### config.mk
export PLATFORM = sky130hd
export DESIGN_NAME = uart_rx_core
export DESIGN_NICKNAME = d
export VERILOG_FILES = /design/src/rtl/uart_pkg.sv /design/src/rtl/uart_baud_tick.sv /design/src/rtl/uart_rx_core.sv
export SDC_FILE = /design/constraint.sdc
export NUM_CORES = 1
export LEC_CHECK = 0
export ABC_CLOCK_PERIOD_IN_PS = 6290
export BUFFER_PORTS_ARGS = -buffer_cell sky130_fd_sc_hd__buf_2
export CAP_MARGIN = 20
export CORE_MARGIN = 1.5
export CORE_UTILIZATION = 25
export CTS_CLUSTER_DIAMETER = 150
export DETAILED_ROUTE_END_ITERATION = 10
export SYNTH_ARGS = -nofsm -noshare
export SYNTH_HDL_FRONTEND = slang
export SYNTH_SLANG_ARGS = --single-unit
### constraint.sdc
create_clock -name clk_i -period 6.29 [get_ports clk_i]
set_input_delay 1.258 -clock clk_i [delete_from_list [all_inputs] [get_ports clk_i]]
set_output_delay 1.258 -clock clk_i [all_outputs]
set_load 0.01 [all_outputs]
### src/rtl/uart_pkg.sv
// Shared UART definitions: receive FSM state encoding, CSR bit positions,
// baud divisor constants for the supported system clocks, and small helpers
// used by the receive engine.
package uart_pkg;

  typedef enum logic [2:0] {
    StIdle,
    StStart,
    StData,
    StParity,
    StStop,
    StBreak
  } rx_state_e;

  // CSR bit positions
  localparam int unsigned CsrTxOkBit   = 0;
  localparam int unsigned CsrRxOkBit   = 4;
  localparam int unsigned CsrBaudLsb   = 16;
  localparam int unsigned CsrBaudMsb   = 31;

  // Divisors for a 16 MHz system clock
  localparam logic [15:0] Baud16M115200 = 16'h0008;
  localparam logic [15:0] Baud16M9600   = 16'h0067;
  localparam logic [15:0] Baud16M4800   = 16'h00CF;

  // Divisors for a 144 MHz system clock
  localparam logic [15:0] Baud144M115200 = 16'h004D;
  localparam logic [15:0] Baud144M9600   = 16'h03A9;
  localparam logic [15:0] Baud144M4800   = 16'h0752;

  function automatic logic maj3(input logic a, input logic b, input logic c);
    return (a & b) | (a & c) | (b & c);
  endfunction

  // Value the parity bit must take for the given data byte.
  function automatic logic parity_bit(input logic [7:0] data, input logic even);
    return even ? (^data) : (~^data);
  endfunction

endpackage

### src/rtl/uart_baud_tick.sv
// Oversample tick generator shared by the UART RX and TX cores.
// Ports:
//   clk_i      system clock
//   rst_ni     asynchronous active-low reset
//   en_i       counter runs only while high
//   restart_i  holds the counter at 0 (phase-aligns ticks to a frame start)
//   div_i      tick every div_i+1 clocks
//   tick_o     one-cycle tick pulse
module uart_baud_tick (
  input  logic        clk_i,
  input  logic        rst_ni,
  input  logic        en_i,
  input  logic        restart_i,
  input  logic [15:0] div_i,
  output logic        tick_o
);

  logic [15:0] cnt_q, cnt_d;
  logic        wrap;

  assign wrap   = (cnt_q == div_i);
  assign tick_o = en_i & wrap & ~restart_i;

  always_comb begin
    cnt_d = cnt_q;
    if (restart_i) begin
      cnt_d = '0;
    end else if (en_i) begin
      cnt_d = wrap ? 16'd0 : cnt_q + 16'd1;
    end
  end

  always_ff @(posedge clk_i or negedge rst_ni) begin
    if (!rst_ni) begin
      cnt_q <= '0;
    end else begin
      cnt_q <= cnt_d;
    end
  end

endmodule

### src/rtl/uart_rx_core.sv
// UART serial receive engine. Synchronises rxd, oversamples it, deframes
// start / 8 data (LSB first) / optional parity / stop, and presents each byte
// in a one-entry holding register with valid/ready handshake.
// Ports:
//   clk_i, rst_ni          clock, asynchronous active-low reset
//   baud_div_i             oversample tick every baud_div_i+1 clocks
//   rx_en_i                receiver enable; dropping it aborts a frame
//   parity_en_i            parity bit present after data
//   parity_even_i          1 = even, 0 = odd parity
//   rxd_i                  asynchronous serial input, idle high
//   rx_data_o, rx_valid_o  holding register and its valid flag
//   rx_ready_i             consumer pops the held byte
//   parity_err_o, frame_err_o, overrun_err_o  sticky error flags
//   err_clr_i              clears all sticky errors (a same-cycle set wins)
//   busy_o                 FSM outside idle
module uart_rx_core
  import uart_pkg::*;
#(
  // Ticks per bit; power of two >= 8.
  parameter int unsigned Oversample = 16,
  // Synchroniser depth; >= 2.
  parameter int unsigned SyncStages = 2
) (
  input  logic        clk_i,
  input  logic        rst_ni,
  input  logic [15:0] baud_div_i,
  input  logic        rx_en_i,
  input  logic        parity_en_i,
  input  logic        parity_even_i,
  input  logic        rxd_i,
  output logic [7:0]  rx_data_o,
  output logic        rx_valid_o,
  input  logic        rx_ready_i,
  output logic        parity_err_o,
  output logic        frame_err_o,
  output logic        overrun_err_o,
  input  logic        err_clr_i,
  output logic        busy_o
);

  localparam int unsigned SubW = $clog2(Oversample);
  // Majority vote over the three ticks around mid-bit; decision on the last.
  localparam logic [SubW-1:0] SubVoteA  = SubW'(Oversample / 2 - 1);
  localparam logic [SubW-1:0] SubVoteB  = SubW'(Oversample / 2);
  localparam logic [SubW-1:0] SubDecide = SubW'(Oversample / 2 + 1);
  localparam logic [SubW-1:0] SubLast   = SubW'(Oversample - 1);

  // ---------------------------------------------------------------------------
  // Input synchroniser and edge detect
  // ---------------------------------------------------------------------------
  logic [SyncStages-1:0] sync_q;
  logic                  rxd_s;
  logic                  rxd_prev_q;
  logic                  fall;

  assign rxd_s = sync_q[SyncStages-1];
  assign fall  = rxd_prev_q & ~rxd_s;

  always_ff @(posedge clk_i or negedge rst_ni) begin
    if (!rst_ni) begin
      sync_q     <= '1;
      rxd_prev_q <= 1'b1;
    end else begin
      sync_q     <= {sync_q[SyncStages-2:0], rxd_i};
      rxd_prev_q <= rxd_s;
    end
  end

  // ---------------------------------------------------------------------------
  // Frame configuration, latched as the frame starts
  // ---------------------------------------------------------------------------
  logic [15:0] div_q;
  logic        par_en_q, par_even_q;
  logic        cfg_load;

  always_ff @(posedge clk_i or negedge rst_ni) begin
    if (!rst_ni) begin
      div_q      <= '0;
      par_en_q   <= 1'b0;
      par_even_q <= 1'b0;
    end else if (cfg_load) begin
      div_q      <= baud_div_i;
      par_en_q   <= parity_en_i;
      par_even_q <= parity_even_i;
    end
  end

  // ---------------------------------------------------------------------------
  // Tick generator; held at 0 in idle so ticks are phased to the start edge
  // ---------------------------------------------------------------------------
  rx_state_e state_q, state_d;
  logic      tick;

  uart_baud_tick u_baud_tick (
    .clk_i     (clk_i),
    .rst_ni    (rst_ni),
    .en_i      (rx_en_i),
    .restart_i (state_q == StIdle),
    .div_i     (div_q),
    .tick_o    (tick)
  );

  // ---------------------------------------------------------------------------
  // Deframing FSM
  // ---------------------------------------------------------------------------
  logic [SubW-1:0] sub_q, sub_d;
  logic [2:0]      bit_q, bit_d;
  logic [7:0]      shift_q, shift_d;
  logic            samp_a_q, samp_a_d, samp_b_q, samp_b_d;
  logic            vote, at_decide, at_last;
  logic            load, par_set, frm_set;

  assign vote      = maj3(samp_a_q, samp_b_q, rxd_s);
  assign at_decide = tick & (sub_q == SubDecide);
  assign at_last   = tick & (sub_q == SubLast);

  always_comb begin
    state_d  = state_q;
    sub_d    = sub_q;
    bit_d    = bit_q;
    shift_d  = shift_q;
    samp_a_d = samp_a_q;
    samp_b_d = samp_b_q;
    cfg_load = 1'b0;
    load     = 1'b0;
    par_set  = 1'b0;
    frm_set  = 1'b0;

    if ((state_q != StIdle) && tick) begin
      sub_d = sub_q + 1'b1;
      if (sub_q == SubVoteA) samp_a_d = rxd_s;
      if (sub_q == SubVoteB) samp_b_d = rxd_s;
    end

    unique case (state_q)
      StIdle: begin
        sub_d = '0;
        bit_d = '0;
        if (rx_en_i && fall) begin
          state_d  = StStart;
          cfg_load = 1'b1;
        end
      end
      StStart: begin
        // A start bit that votes high was a glitch.
        if (at_decide && vote) begin
          state_d = StIdle;
        end else if (at_last) begin
          state_d = StData;
        end
      end
      StData: begin
        if (at_decide) begin
          shift_d = {vote, shift_q[7:1]};
        end
        if (at_last) begin
          bit_d = bit_q + 3'd1;
          if (bit_q == 3'd7) begin
            state_d = par_en_q ? StParity : StStop;
          end
        end
      end
      StParity: begin
        if (at_decide) begin
          par_set = (vote != parity_bit(shift_q, par_even_q));
        end
        if (at_last) begin
          state_d = StStop;
        end
      end
      StStop: begin
        // Deliver at mid-stop so back-to-back frames are not missed.
        if (at_decide) begin
          load = 1'b1;
          if (!vote) begin
            frm_set = 1'b1;
            state_d = StBreak;
          end else begin
            state_d = StIdle;
          end
        end
      end
      StBreak: begin
        if (rxd_s) begin
          state_d = StIdle;
        end
      end
      default: state_d = StIdle;
    endcase

    // Disable aborts the frame without touching flags or the holding register.
    if (!rx_en_i && (state_q != StIdle)) begin
      state_d = StIdle;
      load    = 1'b0;
      par_set = 1'b0;
      frm_set = 1'b0;
    end
  end

  always_ff @(posedge clk_i or negedge rst_ni) begin
    if (!rst_ni) begin
      state_q  <= StIdle;
      sub_q    <= '0;
      bit_q    <= '0;
      shift_q  <= '0;
      samp_a_q <= 1'b1;
      samp_b_q <= 1'b1;
    end else begin
      state_q  <= state_d;
      sub_q    <= sub_d;
      bit_q    <= bit_d;
      shift_q  <= shift_d;
      samp_a_q <= samp_a_d;
      samp_b_q <= samp_b_d;
    end
  end

  // ---------------------------------------------------------------------------
  // Holding register and sticky errors
  // ---------------------------------------------------------------------------
  logic [7:0] rx_data_q, rx_data_d;
  logic       rx_valid_q, rx_valid_d;
  logic       par_err_q, par_err_d;
  logic       frm_err_q, frm_err_d;
  logic       ovr_err_q, ovr_err_d;
  logic       pop, ovr_set;

  assign pop = rx_valid_q & rx_ready_i;

  always_comb begin
    rx_data_d  = rx_data_q;
    rx_valid_d = rx_valid_q;
    ovr_set    = 1'b0;
    if (pop) begin
      rx_valid_d = 1'b0;
    end
    if (load) begin
      // A pop in the same cycle frees the slot for the new byte.
      if (!rx_valid_q || pop) begin
        rx_data_d  = shift_q;
        rx_valid_d = 1'b1;
      end else begin
        ovr_set = 1'b1;
      end
    end
    par_err_d = par_set | (par_err_q & ~err_clr_i);
    frm_err_d = frm_set | (frm_err_q & ~err_clr_i);
    ovr_err_d = ovr_set | (ovr_err_q & ~err_clr_i);
  end

  always_ff @(posedge clk_i or negedge rst_ni) begin
    if (!rst_ni) begin
      rx_data_q  <= '0;
      rx_valid_q <= 1'b0;
      par_err_q  <= 1'b0;
      frm_err_q  <= 1'b0;
      ovr_err_q  <= 1'b0;
    end else begin
      rx_data_q  <= rx_data_d;
      rx_valid_q <= rx_valid_d;
      par_err_q  <= par_err_d;
      frm_err_q  <= frm_err_d;
      ovr_err_q  <= ovr_err_d;
    end
  end

  assign rx_data_o     = rx_data_q;
  assign rx_valid_o    = rx_valid_q;
  assign parity_err_o  = par_err_q;
  assign frame_err_o   = frm_err_q;
  assign overrun_err_o = ovr_err_q;
  assign busy_o        = (state_q != StIdle);

endmodule

==> results.cfg <==
[worst_setup_path]
regToRegStartpoint = u_baud_tick.cnt_q[4]$_DFFE_PN0N_
max_stage_delay_ps = 470
crit_chain = or2_2 > nor2_1 > buf_4 > inv_1 > buf_2
crit_path_start_kind = register
rrSetupSlack_ps = 3360
criticalPathCategory = reg2out
worstSetupEndpointType = output pin
crit_required_ps = 5030
r2r_end = shift_q[2]$_DFFE_PN0P_
critical_path_arrival_ps = 1850
slowest_stage = dfrtp_1
reg2reg_depth = 6
critPathMaxFanout = 19

[grt]
grt_pass1_wl_mm = 12.6
grt_use_total_pct = 10.8
grt.overflow.total = 0
first_global_vias = 2505
grt_max_degree = 70
antenna_found_initial = 0

[timing]
fin_skew_ps = 9.10
finalSetupViolCount = 0
hold_viol = 0
slew_headroom_pct = 41.9
finalCriticalPeriod_ps = 3110
rsz0062_at_grt = no
maxSlewViolCount = 0
tns_ps = 0
fin_crit_sh_pct = 49.4
fmax_mhz = 322
worstMarginPinSlew_ps = 871
holdWs_ps = 355

[detailed_routing]
first_pass_iters = 4
drt_iter0_drc = 174
vias = 2541
via_per_inst = 4.66
final_antenna_net_count = 0
wirelength_mm = 7.42
wl_per_cell_um = 13.6
drc = 0

[pwr]
power.density_nw_per_um2 = 341
peakVddDrop_mv = 0.129
power.total_mw = 1.43
p_leak_nw = 1.80

[outcome]
status = completed

[cts]
cts_tree = done
postCtsSetupBuffers = 0
cts_buffer_depth = 2
cts.reportedPaths.clkPinSlew_ps = 50
cts_root_buf = clkbuf_16
clock-sinks = 69
cts_resized = 0
h-tree-depth = 3
clk_latency_ps = 330
cts_buffers = 9
cts_hold_buf = 0

[run]
cap_violations = 0

[min_path]
hp-class = reg2reg
hold_end = sync_q[1]$_DFF_PN1_
hold_depth = 0
hold_start = sync_q[0]$_DFF_PN1_

[floorplan]
row_count = 43
die_x_um = 122
pin_count = 37
die_y_um = 122
initial_utilization_pct = 25.6
dieArea_um2 = 14900
coreArea_um2 = 13800

[placement]
io_buffers = 36
globalplace.congestion = 0.840
placed_area_um2 = 3900
place_hpwl_mm = 5.14

[final_layout]
diodes = 0
drive_gt1_share_pct = 26.8
area_growth_pct = 18.7
num-fill-cells = 1401
layout.nets = 390
finish.instance_area_um2 = 4200

[logic_synthesis]
syn_avg_cell_area_um2 = 11.0
synth_enable_flop_cells = 0
ys_ff_latch = 69
synth.cell_area_um2 = 3540
yosysWarnings = 0
yosysUniqueCellTypes = 49
yosysSeqAreaShare_pct = 49.0
synthCells = 323
async_flop_share_pct = 100
synthFlopType = dfrtp_1
syn_nets = 353
-- synth_stat cells, types with 4 or more instances --
cell | instances | area [um^2]
ha_1 | 6 | 75.1
nor2b_1 | 5 | 31.3
nor3_1 | 5 | 25.0
mux2_4 | 8 | 120
o22ai_1 | 4 | 25.0
buf_2 | 4 | 20.0
or3_1 | 6 | 37.5
a31oi_1 | 4 | 25.0
dfrtp_1 | 64 | 1600
dfstp_2 | 5 | 131
xor2_1 | 5 | 43.8
o21ai_0 | 10 | 50.1
mux2_2 | 28 | 315
nor2_1 | 16 | 60.1
inv_1 | 8 | 30.0
or4_1 | 6 | 45.0
xnor2_1 | 25 | 219
clkbuf_1 | 7 | 26.3
and3_1 | 5 | 31.3
a21oi_1 | 18 | 90.1
nand3_1 | 12 | 60.1
nand2_1 | 30 | 113
nand4_1 | 6 | 37.5
-- cells by family (layout without fill, tap and decap cells) --
logic type,Yosys count,in the layout,synth area share [%]
mux,38,38,12.9
xor+xnor,32,32,8.35
flops,69,69,49.0
compound gates,46,46,7.64
fa+ha+maj,7,7,2.40
simple gates,108,108,16.6
buf+inv,23,65,3.11
-- how the worst max path moves through the flow --
stage	from	depth (start not counted)	slack (ps)	end
2_1_floorplan	rx_en_i	6	3590	state_q[0]$_DFFE_PN0P_
4_1_cts	state_q[2]$_DFFE_PN0P_	5	3190	busy_o
3_3_place_gp	rx_en_i	6	3080	state_q[0]$_DFFE_PN0P_
3_5_place_dp	rx_en_i	5	3000	shift_q[2]$_DFFE_PN0P_
5_1_grt	state_q[2]$_DFFE_PN0P_	5	3090	busy_o
6_report	state_q[2]$_DFFE_PN0P_	5	3180	busy_o
-- report_power, final --
part	switching, mW	internal, mW	total [mW]
combinational	0.163	0.153	0.316
clock	0.174	0.348	0.521
sequential	0.0742	0.520	0.594
-- layout by cell type (no fill, tap or decap), types with 3 or more instances in the layout --
cell type / count
dfrtp_1: 64
buf_2: 36
nand2_1: 30
mux2_2: 28
xnor2_1: 25
a21oi_1: 18
nor2_1: 16
nand3_1: 12
o21ai_0: 10
clkbuf_16: 9
inv_1: 8
mux2_4: 8
nand4_1: 6
or3_1: 6
or4_1: 6
ha_1: 6
xor2_1: 5
nor2b_1: 5
nor3_1: 5
and3_1: 5
clkbuf_1: 5
dfstp_2: 5
o22ai_1: 4
a31oi_1: 4
buf_4: 4
nand2b_1: 3
nand4b_1: 3
-- per-layer routing --
layer  share of wire, %  up-vias  wire length [um]  global-route usage (%)
met5                  0        -                 0                       0
met3                4.0        9               299                    2.48
li1                   -     1218                 -                       -
met2                 50       54              3700                    17.8
met1                 44     1260              3280                    13.1
met4                1.9        0               140                    5.44
-- flip-flops by register name, summed over array words and instances, names as in the netlist, 2 cells and up --
register           flops
div_q                 16
u_baud_tick.cnt_q     16
rx_data_o              8
shift_q                8
sub_q                  4
bit_q                  3
state_q                3
sync_q                 2
-- worst max-delay path, delay by kind of cell, from the launching register on --
kind,cells,cell delay [ps]
buf+inv,3,550
flops,1,470
simple gates,2,490
-- final cells by class --
class                   instances  area, um^2  share of cell area (%)
multi-input cells             231        1700                    40.4
inverters                       9        33.8                   0.804
clock inverters                 2        60.1                    1.43
clock buffers                  14         244                    5.81
repair buffers                 40         210                    5.00
flip-flops and latches         69        1730                    41.2
well taps                     180         225                    5.36
-- per-stage QoR --
stage | std cells | util (%) | setup slack [ps]
2_1_floorplan | 323 | - | 3590
3_3_place_gp | 529 | 28.2 | 3080
3_5_place_dp | 529 | 28.2 | 3000
4_1_cts | 545 | 30.4 | 3190
5_1_grt | 545 | 30.4 | 3090
6_report | 545 | 30.4 | 3180
(Power assumes the default switching activity.)
